--- src/rtl/irq_ctrl_pkg.sv ---
// Shared definitions for the interrupt controller: FSM encoding,
// configuration register addresses and CTRL register bit positions.
package irq_ctrl_pkg;

  typedef enum logic [1:0] {
    ST_IDLE = 2'd0,
    ST_TAKE = 2'd1,
    ST_SAVE = 2'd2
  } irq_state_e;

  localparam logic [1:0] CFG_MASK = 2'd0;
  localparam logic [1:0] CFG_PEND = 2'd1;
  localparam logic [1:0] CFG_ISR  = 2'd2;
  localparam logic [1:0] CFG_CTRL = 2'd3;

  localparam int CTRL_GIE = 0;

endpackage

--- src/rtl/irq_prio_enc.sv ---
// Fixed-priority encoder: reports whether any bit is set and the index of
// the lowest set bit (index 0 = highest priority).
module irq_prio_enc #(
  parameter int N_IRQ = 8
) (
  input  logic [N_IRQ-1:0] vec,
  output logic             vld,
  output logic [3:0]       idx
);

  // Scan from the top down so the lowest set index is the last one written.
  always_comb begin
    vld = |vec;
    idx = '0;
    for (int i = N_IRQ - 1; i >= 0; i--) begin
      if (vec[i]) idx = 4'(i);
    end
  end

endmodule

--- src/rtl/irq_ctrl.sv ---
// Interrupt controller: latches edge-triggered requests, applies mask,
// global enable and priority, and sequences the datapath's entry controls
// (take, then save) at instruction boundaries.
// Optional build macro IRQ_NEST_EN: allows a strictly higher-priority source
// to preempt an in-service handler once software re-enables GIE.
module irq_ctrl
  import irq_ctrl_pkg::*;
#(
  parameter int          N_IRQ     = 8,
  parameter logic [15:0] VEC_BASE  = 16'h0100,
  parameter int          VEC_SHIFT = 2
) (
  input  logic             i_clk,
  input  logic             i_rst_n,
  input  logic [N_IRQ-1:0] i_irq,
  input  logic             i_boundary,
  input  logic             i_reti,
  input  logic             i_cfg_we,
  input  logic [1:0]       i_cfg_ad,
  input  logic [15:0]      i_cfg_d,
  output logic [15:0]      o_cfg_q,
  output logic             o_busy,
  output logic             o_irq_take,
  output logic             o_irq_save,
  output logic [15:0]      o_irq_vector,
  output logic [3:0]       o_irq_id
);

  irq_state_e       state_q, state_d;
  logic [N_IRQ-1:0] pend_q, pend_d;
  logic [N_IRQ-1:0] mask_q, isr_q, isr_d;
  logic [N_IRQ-1:0] irq_prev_q;
  logic             gie_q, gie_d;
  logic [3:0]       id_q;

  logic [N_IRQ-1:0] edge_det, cand, take_oh, reti_oh;
  logic             win_vld, isr_vld, isr_ok, eligible;
  logic [3:0]       win_idx, isr_idx;
  logic             wr_mask, wr_pend, wr_ctrl;
  logic             unused_cfg_d;

  assign edge_det = i_irq & ~irq_prev_q;
  assign cand     = pend_q & mask_q;

  assign wr_mask = i_cfg_we && (i_cfg_ad == CFG_MASK);
  assign wr_pend = i_cfg_we && (i_cfg_ad == CFG_PEND);
  assign wr_ctrl = i_cfg_we && (i_cfg_ad == CFG_CTRL);

  // Only the low N_IRQ bits (and bit 0 for CTRL) are meaningful.
  assign unused_cfg_d = ^i_cfg_d;

  irq_prio_enc #(.N_IRQ(N_IRQ)) u_win_enc (
    .vec (cand),
    .vld (win_vld),
    .idx (win_idx)
  );

  irq_prio_enc #(.N_IRQ(N_IRQ)) u_isr_enc (
    .vec (isr_q),
    .vld (isr_vld),
    .idx (isr_idx)
  );

`ifdef IRQ_NEST_EN
  // A strictly higher-priority winner may preempt the lowest in-service source.
  assign isr_ok = !isr_vld || (win_idx < isr_idx);
`else
  // No nesting: nothing may be in service.
  assign isr_ok = !isr_vld;
`endif

  // Decisions always use pre-write, pre-reti register values.
  assign eligible = (state_q == ST_IDLE) && gie_q && win_vld && i_boundary && isr_ok;
  assign o_busy   = eligible || (state_q != ST_IDLE);

  // One-hot strobes for the winner being taken and the ISR bit being retired.
  always_comb begin
    take_oh = '0;
    reti_oh = '0;
    for (int i = 0; i < N_IRQ; i++) begin
      take_oh[i] = eligible && (win_idx == 4'(i));
      reti_oh[i] = i_reti && isr_vld && (isr_idx == 4'(i));
    end
  end

  // Next values of pending, in-service and global-enable state.
  always_comb begin
    pend_d = pend_q;
    if (wr_pend) pend_d = pend_d & ~i_cfg_d[N_IRQ-1:0];
    pend_d = (pend_d & ~take_oh) | edge_det;  // a new edge beats a W1C

    isr_d = (isr_q & ~reti_oh) | take_oh;     // reti retires first, then take

    gie_d = gie_q;
    if (i_reti)   gie_d = 1'b1;
    if (wr_ctrl)  gie_d = i_cfg_d[CTRL_GIE];  // software write beats reti
    if (eligible) gie_d = 1'b0;               // entering a handler masks globally
  end

  // Register file, edge-detect history and latched source id.
  always_ff @(posedge i_clk or negedge i_rst_n) begin
    if (!i_rst_n) begin
      pend_q     <= '0;
      mask_q     <= '0;
      isr_q      <= '0;
      gie_q      <= 1'b0;
      irq_prev_q <= '0;
      id_q       <= '0;
    end else begin
      pend_q     <= pend_d;
      isr_q      <= isr_d;
      gie_q      <= gie_d;
      irq_prev_q <= i_irq;
      if (wr_mask)  mask_q <= i_cfg_d[N_IRQ-1:0];
      if (eligible) id_q   <= win_idx;
    end
  end

  // Entry sequencer state register.
  always_ff @(posedge i_clk or negedge i_rst_n) begin
    if (!i_rst_n) state_q <= ST_IDLE;
    else          state_q <= state_d;
  end

  // Entry sequencer: IDLE -> TAKE -> SAVE -> IDLE, one cycle each.
  always_comb begin
    state_d    = state_q;
    o_irq_take = 1'b0;
    o_irq_save = 1'b0;
    case (state_q)
      ST_IDLE: if (eligible) state_d = ST_TAKE;
      ST_TAKE: begin
        o_irq_take = 1'b1;
        state_d    = ST_SAVE;
      end
      ST_SAVE: begin
        o_irq_save = 1'b1;
        state_d    = ST_IDLE;
      end
      default: state_d = ST_IDLE;
    endcase
  end

  // Configuration read mux; unused upper bits read as zero.
  always_comb begin
    o_cfg_q = '0;
    case (i_cfg_ad)
      CFG_MASK: o_cfg_q = 16'(mask_q);
      CFG_PEND: o_cfg_q = 16'(pend_q);
      CFG_ISR:  o_cfg_q = 16'(isr_q);
      CFG_CTRL: o_cfg_q[CTRL_GIE] = gie_q;
      default:  o_cfg_q = '0;
    endcase
  end

  assign o_irq_vector = VEC_BASE + (16'(id_q) << VEC_SHIFT);
  assign o_irq_id     = id_q;

endmodule
--- config.mk ---
export PLATFORM = sky130hd
export DESIGN_NAME = irq_ctrl
export DESIGN_NICKNAME = d
export VERILOG_FILES = /design/src/rtl/irq_ctrl_pkg.sv /design/src/rtl/irq_prio_enc.sv /design/src/rtl/irq_ctrl.sv
export SDC_FILE = /design/constraint.sdc
export NUM_CORES = 1
export LEC_CHECK = 0
export CORE_AREA = 4 4 97 99
export CTS_CLUSTER_SIZE = 16
export DETAILED_ROUTE_END_ITERATION = 16
export DIE_AREA = 0 0 101 103
export HOLD_SLACK_MARGIN = 0.15
export PLACE_DENSITY_LB_ADDON = 0.05
export SKIP_CTS_REPAIR_TIMING = 1
export SLEW_MARGIN = 40
export SYNTH_ARGS = -nofsm -noshare
export SYNTH_HDL_FRONTEND = slang
export SYNTH_SLANG_ARGS = --single-unit
--- constraint.sdc ---
create_clock -name i_clk -period 1.8 [get_ports i_clk]
set_clock_uncertainty 0.2 [all_clocks]
set_input_delay 0.27 -clock i_clk [delete_from_list [all_inputs] [get_ports i_clk]]
set_output_delay 0.27 -clock i_clk [all_outputs]
set_load 0.005 [all_outputs]
**Word level (Yosys, flattened, before mapping)**

Index checks and enable logic that the tools add are counted.

- Bits in registers: 39
- Input port bits: 31
- Output and inout port bits: 39
- Logic and storage cells: 99

- Add/sub/neg operators: 1
- Equality and inequality tests: 20
- Muxes and demuxes: 26
- Bitwise operators: 11
- Reductions and logical operators: 34

Operators with widths:

| operator | number |
|---|---|
| two-way mux 3 bit | 16 |
| AND 8 bit | 5 |
| == test 4 x 3 -> 1 bit, second input constant | 8 |
| NOT 8 bit | 4 |
| logical AND 1 bit | 24 |
| one-hot mux 7 bit (3 select lines) | 1 |
| == test 4 x 2 -> 1 bit, second input constant | 4 |
| OR 8 bit | 2 |
| OR reduction 8 bit | 2 |
| adder 9 x 6 -> 10 bit, first input constant | 1 |
| == test 4 x 1 -> 1 bit, second input constant | 2 |
| zero test 4 bit | 2 |
| two-way mux 8 bit | 1 |
| == test 2 bit, second input constant | 3 |
| two-way mux 1 bit | 5 |
| == test 2 x 1 -> 1 bit, second input constant | 2 |
| zero test 2 bit | 2 |
| one-hot mux 1 bit (4 select lines) | 1 |
| one-hot mux 2 bit (2 select lines) | 1 |
| nonzero test 3 bit | 1 |
| two-way mux 2 bit | 1 |
| != test 2 bit, second input constant | 1 |
| nonzero test 2 bit | 1 |
| zero test 1 bit | 1 |
| logical OR 1 bit | 1 |

**Longest topological paths before layout**

Gate-level depths: netlist (run 1).

- Word-level depth: 14
- Depth in mapped cells: 5
- Gate-level depth less buffers: 4

**Hierarchy**

A second synthesis (run 1) with hierarchy kept.

- Cell total of the unflattened synthesis: 213
- Area total of the unflattened synthesis: 2190.9 um^2

By module, submodules not included:

| module | instances | cells each | area each (um^2) | seq. area each (um^2) |
|---|---|---|---|---|
| irq_ctrl | 1 | 183 | 2005.7 | 975.9 |
| irq_prio_enc | 2 | 15 | 92.6 | 0.0 |

**Worst setup path after synthesis (run 1)**

Ideal clock, no wire load.

- Kind: register -> register
- Start: register isr_q[4]
- End: register id_q[0] (netlist: o_irq_id[0])
- Setup time: 128 ps
- Arrival time: 1507 ps
- Data required time: 1472 ps
- Path slack: -35 ps
- Cell stages (with the launch flop): 6
- Clock period less this slack: 1835 ps
- Cell sequence: dfrtp_1 -> nor4_2 -> and4_1 -> buf_4 -> o21a_4 -> mux2_1

- Cells in the longest elaborated chain, start to end: 3

RTL lines:

| element | RTL line | RTL |
|---|---|---|
| start, declared | irq_ctrl.sv:31 | `logic [N_IRQ-1:0] mask_q, isr_q, isr_d;` |
| start signal, assigned | irq_ctrl.sv:111 | `isr_q <= isr_d;` |
| OR reduction 8 bit | irq_prio_enc.sv:13 | `vld = \|vec;` |
| zero test 1 bit | irq_ctrl.sv:69 | `assign isr_ok = !isr_vld;` |
| logical AND 1 bit | irq_ctrl.sv:73 | `assign eligible = (state_q == ST_IDLE) && gie_q && win_vld && i_boundary && isr_ok;` |
| end signal, assigned | irq_ctrl.sv:115 | `if (eligible) id_q <= win_idx;` |
| end, declared | irq_ctrl.sv:34 | `logic [3:0] id_q;` |

No other way between the ends.
A chain may end at the register's enable or synchronous reset.

**Final worst setup path (run 1)**

- Start: register isr_q[4]
- End: output o_busy

- Cells in the longest elaborated chain, start to end: 4

RTL lines:

| element | RTL line | RTL |
|---|---|---|
| OR reduction 8 bit | irq_prio_enc.sv:13 |  |
| zero test 1 bit | irq_ctrl.sv:69 |  |
| logical AND 1 bit | irq_ctrl.sv:73 |  |
| logical OR 1 bit | irq_ctrl.sv:74 | `assign o_busy = eligible \|\| (state_q != ST_IDLE);` |
| end, declared | irq_ctrl.sv:22 | `output logic o_busy,` |

No other way between the ends.

==> impl_results.md, run 1 <==
- Status: complete, but fails checks
- Violated checks: negative setup slack
- Post-synthesis xor/xnor area fraction: 0%
- DPL Wire Length: ~5.1 mm
- Data required, critical path: approximately 1.3 ns
- Minimum clock period: 2.08 ns
- Total GRT Usage: between 10% and 20%
- Final WS setup: -0.279 ns
- Area Growth Syn to Fin: 61.5%
- Storage element area: 951 um^2
- Vias in the first global route: 1808
- DIE HEIGHT: approximately 100 um
- Final Wtd Congestion: 0.785
- Hold Violations, Final: 0
- TritonCTS Buffers: 5
- Initial antenna violation count: 0
- Arrival @ worst endpoint: 1.61 ns
- Final setup fails: 17
- Asr flop ratio synth: 100%
- Largest net degree at the start of global routing: 39
- Commonest cells after routing, fill and taps aside: buf_4, dfrtp_1, nand2_1, clkdlybuf4s50_1, conb_1
- Clock tree buffer depth: 2
- Synthesized cell area: between 0.002 and 0.0025 mm^2
- CP Capture Type: output port
- Full die area: 0.0104 mm^2
- Leakage: 1.61 nW
- Total global routing overflow: 0
- Wire length of the first global-routing pass: ~10 mm
- Synthesized-area fraction occupied by adder cells: 0%
- RSZ-0062 raised after global routing: true
- Chip width: a little over 100 um
- Max-slew violations: 0
- CTS sink count: 38
- Sequential area share after synthesis: a little under half
- Setup crit start kind: flop
- Wire length per cell: 15.7 um
- Tcrit/Tclk final: 115%
- Area of the multi-input gates: between 0.001 and 0.0015 mm^2
- DR vias: between 1500 and 2000
- Synth Flop Type: dfrtp_1
- Starting Density: 24.4%
- Root Buffer: clkbuf_8
- Synth Warn #: 0
- Distinct cells, synth: 48
- Max-cap check violation count: 0
- Synth Area in Compound Gates: 17.9%
- First DRT Iteration DRCs: 53
- Synth Register Bits: 38
- Post-Route WL: between 6 and 7 mm
- Power density cells: 1370 mW/mm^2
- Ant. Diodes: 0
- Post-synth EDFFs: 0
- Fin Hold WS: between 0.2 and 0.25 ns
- Reg clk slew, reported paths: 0.08 ns
- H-tree depth: 2
- Worst rel slew slack: roughly 66%
- Post-Syn Area per Cell: 10.1 um^2
- Nets: approximately 350
- Filler instances: ~860
- DRC: 0
- Most common cell after layout, fill and taps aside: buf_4
- Min-delay worst type: flop to flop
- Largest family of logic cells by synthesized area: compound AO/OA/AOI/OAI gates
- Antenna viol nets, final: 0
- PortBufs: 39
- Mux contribution to synthesized area: 9.30%
- Largest fanout on the critical path: 2
- Std cell rows: 34
- Clock latency at the later pin of the worst-skew pair: a little under 0.3 ns
- CP Class: flop to output port
- Worst slack at placement: -0.776 ns
- CORE AREA: roughly 0.0086 mm^2
- Post-Synthesis Cells: between 200 and 250
- Max Clock Freq: between 400 and 500 MHz
- Simple-gate share of the synthesized area: between 10% and 20%
- Worst-margin pin slew: between 0.5 and 0.6 ns
- IO Count: 70
- CTS tree: done
- Peak supply drop: 0.000400 V
- Share of cells above drive strength 1: 38.8%
- Drt pass-1 iters: 4
- DR vias/cell: ~4.4
critical path, cell delays in order (launching register included):
cell	delay, ns
dfrtp_1	0.42
nor4_4	0.31
and4_4	0.27
o21a_4	0.12
nand2b_4	0.11
buf_6	0.08
kinds of logic (layout without fill, tap and decap cells):
logic type,Yosys count,count (layout)
buffers and inverters,34,124
flip-flops,38,38
other,2,22
AO/OA/AOI/OAI,54,54
multiplexers,17,17
AND/OR/NAND/NOR,62,62
layer usage:
metal	vias up	track usage (%)	part of all wire, %
li1	916	-	-
met1	887	17.7	47
met2	44	20.7	48
met3	4	2.30	4.3
met4	0	3.37	0.82
met5	-	0	0
flip-flops by register name, summed over array words and instances, names as in the netlist:
register / cells
gie_q: 1
irq_prev_q: 8
isr_q: 8
mask_q: 8
o_irq_id: 3
pend_q: 8
state_q: 2
final timing paths:
kind / startpoint / end / slack (ns) / cells past startpoint
worst max register to register: isr_q[6] / pend_q[4] / -0.20 / 6
worst min register to register: irq_prev_q[1] / pend_q[1] / 0.21 / 1
worst max-delay path: isr_q[4] / o_busy / -0.28 / 5
worst min-delay path: irq_prev_q[1] / pend_q[1] / 0.21 / 1
min in group asynchronous: i_rst_n / irq_prev_q[5] / 0.36 / 3
max in group asynchronous: i_rst_n / isr_q[1] / 0.69 / 3
through the flow:
stage	total power [mW]	TNS [ns]	instances	utilization, %	cell area [um^2]
floorplan	2.22	-0.000183	227	-	2170
global placement	3.41	-12.64	401	33.9	2900
detailed placement	3.39	-12.50	401	33.9	2900
CTS	4.04	-6.99	409	35.0	2990
global route	4.94	-3.27	425	39.4	3370
finish	4.62	-1.80	425	39.4	3370
report_power, final:
part | switching [mW] | internal, mW
clock | 0.314 | 0.309
sequential | 0.176 | 1.07
combinational | 1.20 | 1.56
Yosys cell counts (all sizes together), types with 2 or more instances:
| cell type | number | area share (%) |
|---|---|---|
| nor2 | 5 | 0.90 |
| nand4 | 2 | 0.60 |
| inv | 5 | 0.90 |
| o21ai | 19 | 4.6 |
| a31o | 2 | 0.84 |
| nor2b | 6 | 1.8 |
| nand3 | 5 | 1.2 |
| a32o | 2 | 0.96 |
| mux2i | 7 | 3.4 |
| buf | 27 | 9.5 |
| o211ai | 3 | 1.1 |
| dfrtp | 38 | 46 |
| conb | 2 | 0.36 |
| a31oi | 2 | 0.60 |
| nand2 | 28 | 5.0 |
| nand2b | 3 | 0.90 |
| nor4 | 2 | 0.90 |
| a22oi | 4 | 1.7 |
| nor4b | 2 | 0.84 |
| a22o | 3 | 1.3 |
| mux2 | 9 | 4.9 |
| clkbuf | 2 | 0.36 |
| nor3b | 2 | 0.96 |
| a21oi | 9 | 2.2 |
area by class of cell:
cell class	count	area share, %
multi-input combinational	155	34.8
timing repair buffer	111	29.7
sequential	38	28.3
tap	108	4.01
inverter	5	0.558
clock buffer	7	2.57
clock inverter	1	0.149
No activity file was read; power rests on OpenSTA's default activity.
==> inputs of run 2 (changes only) <==
Settings changed: CORE_AREA 4 4 97 99 to 4 4 123 78, DIE_AREA 0 0 101 103 to 0 0 127 82.
==> run 2 against run 1 <==
  * The flow still finishes with violations (negative setup slack)
  * Sequential share of layout area decreased by 0.40 points
  * Die area increased by 0.11%
  * Combinational power decreased by 5%
  * Sequential power about the same
  * Global-route usage increased by 0.66 points
  * Utilization increased by 1.3 points
  * Highest routed layer unchanged
==> impl_results.md, run 2 (synthesized netlist as in run 1, its figures left out) <==
- Commonest cells after routing, fill and taps aside: buf_4, dfrtp_1, nand2_1
- Final Wtd Congestion: about 0.81
- Cell area after placement: between 0.002 and 0.003 mm^2
- Vias in the first global route: around 1900
- Share of cells above drive strength 1: 38.4%
- Chip width: roughly 130 um
- CP Capture Type: output port
- Antenna viol nets, final: 0
- Total power: 4.78 mW
- Tcrit/Tclk final: 115%
- DIE HEIGHT: just over 80 um
- Data required, critical path: 1.33 ns
- Clock latency at the later pin of the worst-skew pair: ~0.29 ns
- Critical R2R Capture: pend_q[6]
- CP Class: flop to output port
- Max-slew violations: 0
- Initial antenna violation count: 0
- Final setup fails: 15
- H-tree depth: 2
- R2R depth: 7
- Reg clk slew, reported paths: about 0.06 ns
- Max-cap check violation count: 0
- Wire length of the first global-routing pass: around 10 mm
- Fin area: ~0.0034 mm^2
- Ant. Diodes: 0
- Violated checks: negative setup slack
- Leakage: about 1.6 nW
- Reg2Reg Setup Slack: -0.17 ns
- Min-delay worst type: flop to flop
- IO Count: 70
- PortBufs: 39
- Wire length per cell: about 16 um
- Max Clock Freq: 483 MHz
- Largest net degree at the start of global routing: 22
- DRC: 0
- Starting Density: 24.8%
- Full die area: ~0.010 mm^2
- Filler instances: between 800 and 900
- Total global routing overflow: 0
- Area Growth Syn to Fin: 63.8%
- DR vias: approximately 1800
- Worst slack at placement: -0.815 ns
- Post-Route WL: slightly below 7 mm
- DR vias/cell: ~4.3
- Crit path from: isr_q[4]
- Clock tree buffer depth: 2
- RSZ-0062 raised after global routing: true
- Hold Violations, Final: 0
- Total GRT Usage: approximately 13%
- Min-Delay Startpoint: irq_prev_q[1]
- First DRT Iteration DRCs: 69
- CTS tree: done
- TritonCTS Buffers: 5
- CORE AREA: between 0.008 and 0.009 mm^2
- Drt pass-1 iters: 4
- Nets: 340
- Arrival @ worst endpoint: 1.60 ns
- Final WS setup: -0.271 ns
- Std cell rows: 26
- Peak supply drop: 0.000392 V
- Largest fanout on the critical path: 2
- Minimum clock period: just over 2 ns
- WHS Path Cells: 1
- Most common cell after layout, fill and taps aside: buf_4
- Critical Path End: o_busy
- Status: complete, but fails checks
- RR Startpoint: mask_q[4]
- Power density cells: between 1000 and 1500 mW/mm^2
- CTS sink count: 38
- Setup crit start kind: flop
- DPL Wire Length: roughly 5.5 mm
- Root Buffer: clkbuf_16
-- run 2: worst min path at each step --
stage,endpoint,slack (ns)
2_1_floorplan,gie_q,-0.23
3_3_place_gp,state_q[1],0.06
3_5_place_dp,state_q[1],0.05
4_1_cts,state_q[1],-0.26
5_1_grt,pend_q[1],0.22
6_report,pend_q[1],0.20
-- run 2: where the power goes --
group          switching, mW  internal, mW  leakage, nW
clock network          0.347         0.549       0.0739
logic                   1.20          1.43         1.09
registers              0.188          1.07        0.450
-- run 2: area by class of cell --
class | instances | area [um^2] | area share (%)
Clock inverter | 1 | 5.00 | 0.147
Clock buffer | 7 | 143 | 4.18
Multi-Input combinational cell | 155 | 1210 | 35.5
Sequential cell | 38 | 951 | 27.8
Tap cell | 112 | 140 | 4.10
Inverter | 5 | 18.8 | 0.550
Timing Repair Buffer | 104 | 945 | 27.7
-- run 2: per-stage QoR --
stage / setup TNS, ns / hold slack, ns / instances / util, %
after detailed placement: -13.53 / 0.0520 / 408 / 35.3
after floorplan: -0.000183 / -0.226 / 227 / -
after global routing: -2.43 / 0.224 / 422 / 40.7
after CTS: -7.98 / -0.258 / 416 / 37.1
after global placement: -13.80 / 0.0569 / 408 / 35.3
final: -1.59 / 0.205 / 422 / 40.7
-- run 2: metal layers --
| metal | share of wire [%] | GRT usage, % |
|---|---|---|
| met1 | 56 | 21.0 |
| met2 | 39 | 17.7 |
| met3 | 4.4 | 3.90 |
| met4 | 0.76 | 2.89 |
| met5 | 0 | 0 |
-- run 2: worst max-delay path, cell delays in order, from the launching register on --
cell and delay, ns:
dfrtp_1 0.41, nor4_4 0.32, and4_4 0.27, o21a_4 0.12
nand2b_4 0.11, buf_6 0.08
==> inputs of run 3 (changes only) <==
Settings changed: CORE_AREA 4 4 123 78 to 4 4 126 80, DIE_AREA 0 0 127 82 to 0 0 130 84, SYNTH_HIERARCHICAL from default to 1.
==> run 3 against run 2 <==
  * The run still ends with negative setup slack left
  * Maximum frequency decreased by 9.9%
  * Utilization is 1.7 points lower
  * Clock power increased by 30%
  * Sequential share of layout area is 0.28 points higher
  * Wire length fell by 6.8%
  * Design area grew 1.9%
  * Via count is 1.7% lower
  * Hold slack improved by 0.032 ns
  * Die area is 4.9% higher
  * Critical path type is now flop to flop
==> impl_results.md, run 3 <==
- WHS Path Cells: 1
- Reg clk slew, reported paths: around 0.060 ns
- Nets: about 340
- Std cell rows: 27
- Hold Violations, Final: 0
- Share of cells above drive strength 1: between 30% and 40%
- Post-synth EDFFs: 0
- Worst slack at placement: -0.564 ns
- Critical R2R Capture: pend_q[3]
- Total GRT Usage: about an eighth
- Total power: about 4.7 mW
- Most frequent cells after synthesis: dfrtp_1, buf_4, nand2_1
- Asr flop ratio synth: 100%
- DR vias: about 1800
- Reg2Reg Setup Slack: -0.50 ns
- DR vias/cell: ~4.2
- Largest fanout on the critical path: 4
- CTS sink count: 39
- Area Growth Syn to Fin: 58.8%
- Most common cell after layout, fill and taps aside: buf_4
- Post-Route WL: around 6.5 mm
- Starting Density: 24.6%
- Drt pass-1 iters: 4
- Comb pwr share: about half
- Status: complete, but fails checks
- Max-slew violations: 0
- Vias in the first global route: roughly 1900
- Wire length per cell: between 15 and 20 um
- Antenna viol nets, final: 0
- CP cell instances: and2_4, buf_6, inv_4, a21oi_4, o41ai_4, nor3b_4, nand4_1, a32o_1
- CP bufs+invs: 2
- CORE AREA: 0.00892 mm^2
- Dpl cells: 407
- Hold Path End: irq_prev_q[5]
- Filler instances: 903
- Seq pwr share: a little over a quarter
- Leakage: between 1.5 and 2 nW
- Full die area: 0.0109 mm^2
- H-tree depth: 2
- Root Buffer: clkbuf_16
- TritonCTS Buffers: 5
- Peak supply drop: a little under 0.0005 V
- DPL Wire Length: roughly 4.9 mm
- Tcrit/Tclk final: 128%
- Max-cap check violation count: 0
- Initial antenna violation count: 0
- R2R depth: 8
- RSZ-0062 raised after global routing: true
- Switching Power: around 1.5 mW
- CP Class: flop to flop
- Power density cells: roughly 1400 mW/mm^2
- Net Sw Frac: approximately a third
- Setup crit start kind: flop
- Arrival @ worst endpoint: 2.27 ns
- Commonest cells after routing, fill and taps aside: buf_4, dfrtp_1, clkdlybuf4s50_1
- Clock tree buffer depth: 2
- Post-Synthesis Cells: ~210
- Violated checks: negative setup slack
- Area contributors post-synth: dfrtp_1, buf_4, nand2_1
- CP top delay family: compound AO/OA/AOI/OAI gates
- Data required, critical path: about 1.8 ns
- DIE HEIGHT: 84 um
- Non-Filler Instances: around 430
- DRC: 0
- CTS tree: done
- Total global routing overflow: 0
- Max stage delay on crit path: ~0.43 ns
- Synthesized cell area: 0.00219 mm^2
- Max Clock Freq: around 440 MHz
- Largest net degree at the start of global routing: 40
- Final Wtd Congestion: between 0.7 and 0.8
- Fin Hold WS: 0.237 ns
- PortBufs: between 40 and 50
- Minimum clock period: 2.30 ns
- Top-count cell post-synth: dfrtp_1
- Chip width: roughly 130 um
- CP Capture Type: flop
- Slowest stage cell, crit path: o41ai_4
- Internal power: around 3.2 mW
- First DRT Iteration DRCs: 89
- Synth Warn #: 6
- Sequential area share after synthesis: approximately 45%
- Share of the synthesized area in the top cell type: between 40 and 50%
- Wire length of the first global-routing pass: roughly 10 mm
- Synth Register Bits: 39
- Post-Syn Area per Cell: 10.3 um^2
- Clock group share of total power: between 20 and 25%
- Ant. Diodes: 0
- RR Startpoint: pend_q[6]
- Distinct cells, synth: 37
- Min-delay worst type: input port to flop
- Final setup fails: 24
- Synth Flop Type: dfrtp_1
- IO Count: 70
- Min-Delay Startpoint: i_irq[5]
- Final WS setup: -0.498 ns
- Cell taking the most area after synthesis: dfrtp_1
- Clock latency at the later pin of the worst-skew pair: between 0.2 and 0.3 ns
[run 3: final cells by class]
cell class | instances | area, um^2 | area share (%)
sequential | 39 | 978 | 28.1
tap | 116 | 145 | 4.17
inverter | 8 | 35.0 | 1.01
timing repair buffer | 102 | 962 | 27.7
clock buffer | 6 | 129 | 3.71
multi-input combinational | 154 | 1170 | 33.6
clock inverter | 2 | 60.1 | 1.73
[run 3: logic make-up (layout without fill, tap and decap cells)]
family / after synthesis / in the layout / share of synthesized area (%)
simple gates: 78 / 78 / 21.5
compound gates: 34 / 34 / 10.6
buf+inv: 38 / 118 / 11.6
flops: 39 / 39 / 44.5
mux: 20 / 20 / 11.1
other cells: 4 / 22 / 0.685
[run 3: per-layer routing]
layer / up-vias / part of all wire (%) / track usage, %
li1: 894 / - / -
met1: 862 / 54 / 19.0
met2: 35 / 41 / 16.5
met3: 6 / 4.1 / 3.45
met4: 0 / 0.89 / 2.55
met5: - / 0 / 0
[run 3: worst max-delay path by stage]
stage	startpoint	endpoint	slack [ns]	depth (start not counted)
final	pend_q[6]	pend_q[3]	-0.50	8
after detailed placement	i_cfg_ad[0]	o_cfg_q[0]	-0.56	4
after global placement	i_cfg_ad[0]	o_cfg_q[0]	-0.57	4
after CTS	mask_q[5]	o_busy	-0.89	7
after floorplan	mask_q[5]	pend_q[3]	-0.13	6
after global routing	pend_q[6]	pend_q[3]	-0.60	8
[run 3: worst reg2reg max path, delay by kind of cell, from the launching register on]
| family | cells | cell delay, ns |
|---|---|---|
| AO/OA/AOI/OAI | 3 | 0.79 |
| AND/OR/NAND/NOR | 3 | 0.66 |
| flip-flops | 1 | 0.38 |
| buffers and inverters | 2 | 0.16 |
[run 3: per-stage QoR]
stage          TNS, ns  util (%)  cell area, um^2
3_3_place_gp    -14.09      34.2             3050
6_report         -7.18      39.0             3480
3_5_place_dp    -14.96      34.2             3050
4_1_cts         -13.61      36.4             3240
5_1_grt          -9.29      39.0             3480
2_1_floorplan    -1.23         -             2310
[run 3: power by group through the flow]
| stage | combinational, mW | sequential, mW | clock, mW |
|---|---|---|---|
| final | 2.28 | 1.25 | 1.17 |
| after global routing | 2.50 | 1.29 | 1.24 |
| after detailed placement | 2.08 | 1.26 | 0 |
| after floorplan | 1.08 | 1.27 | 0 |
| after CTS | 2.09 | 1.24 | 1.20 |
| after global placement | 2.11 | 1.26 | 0 |
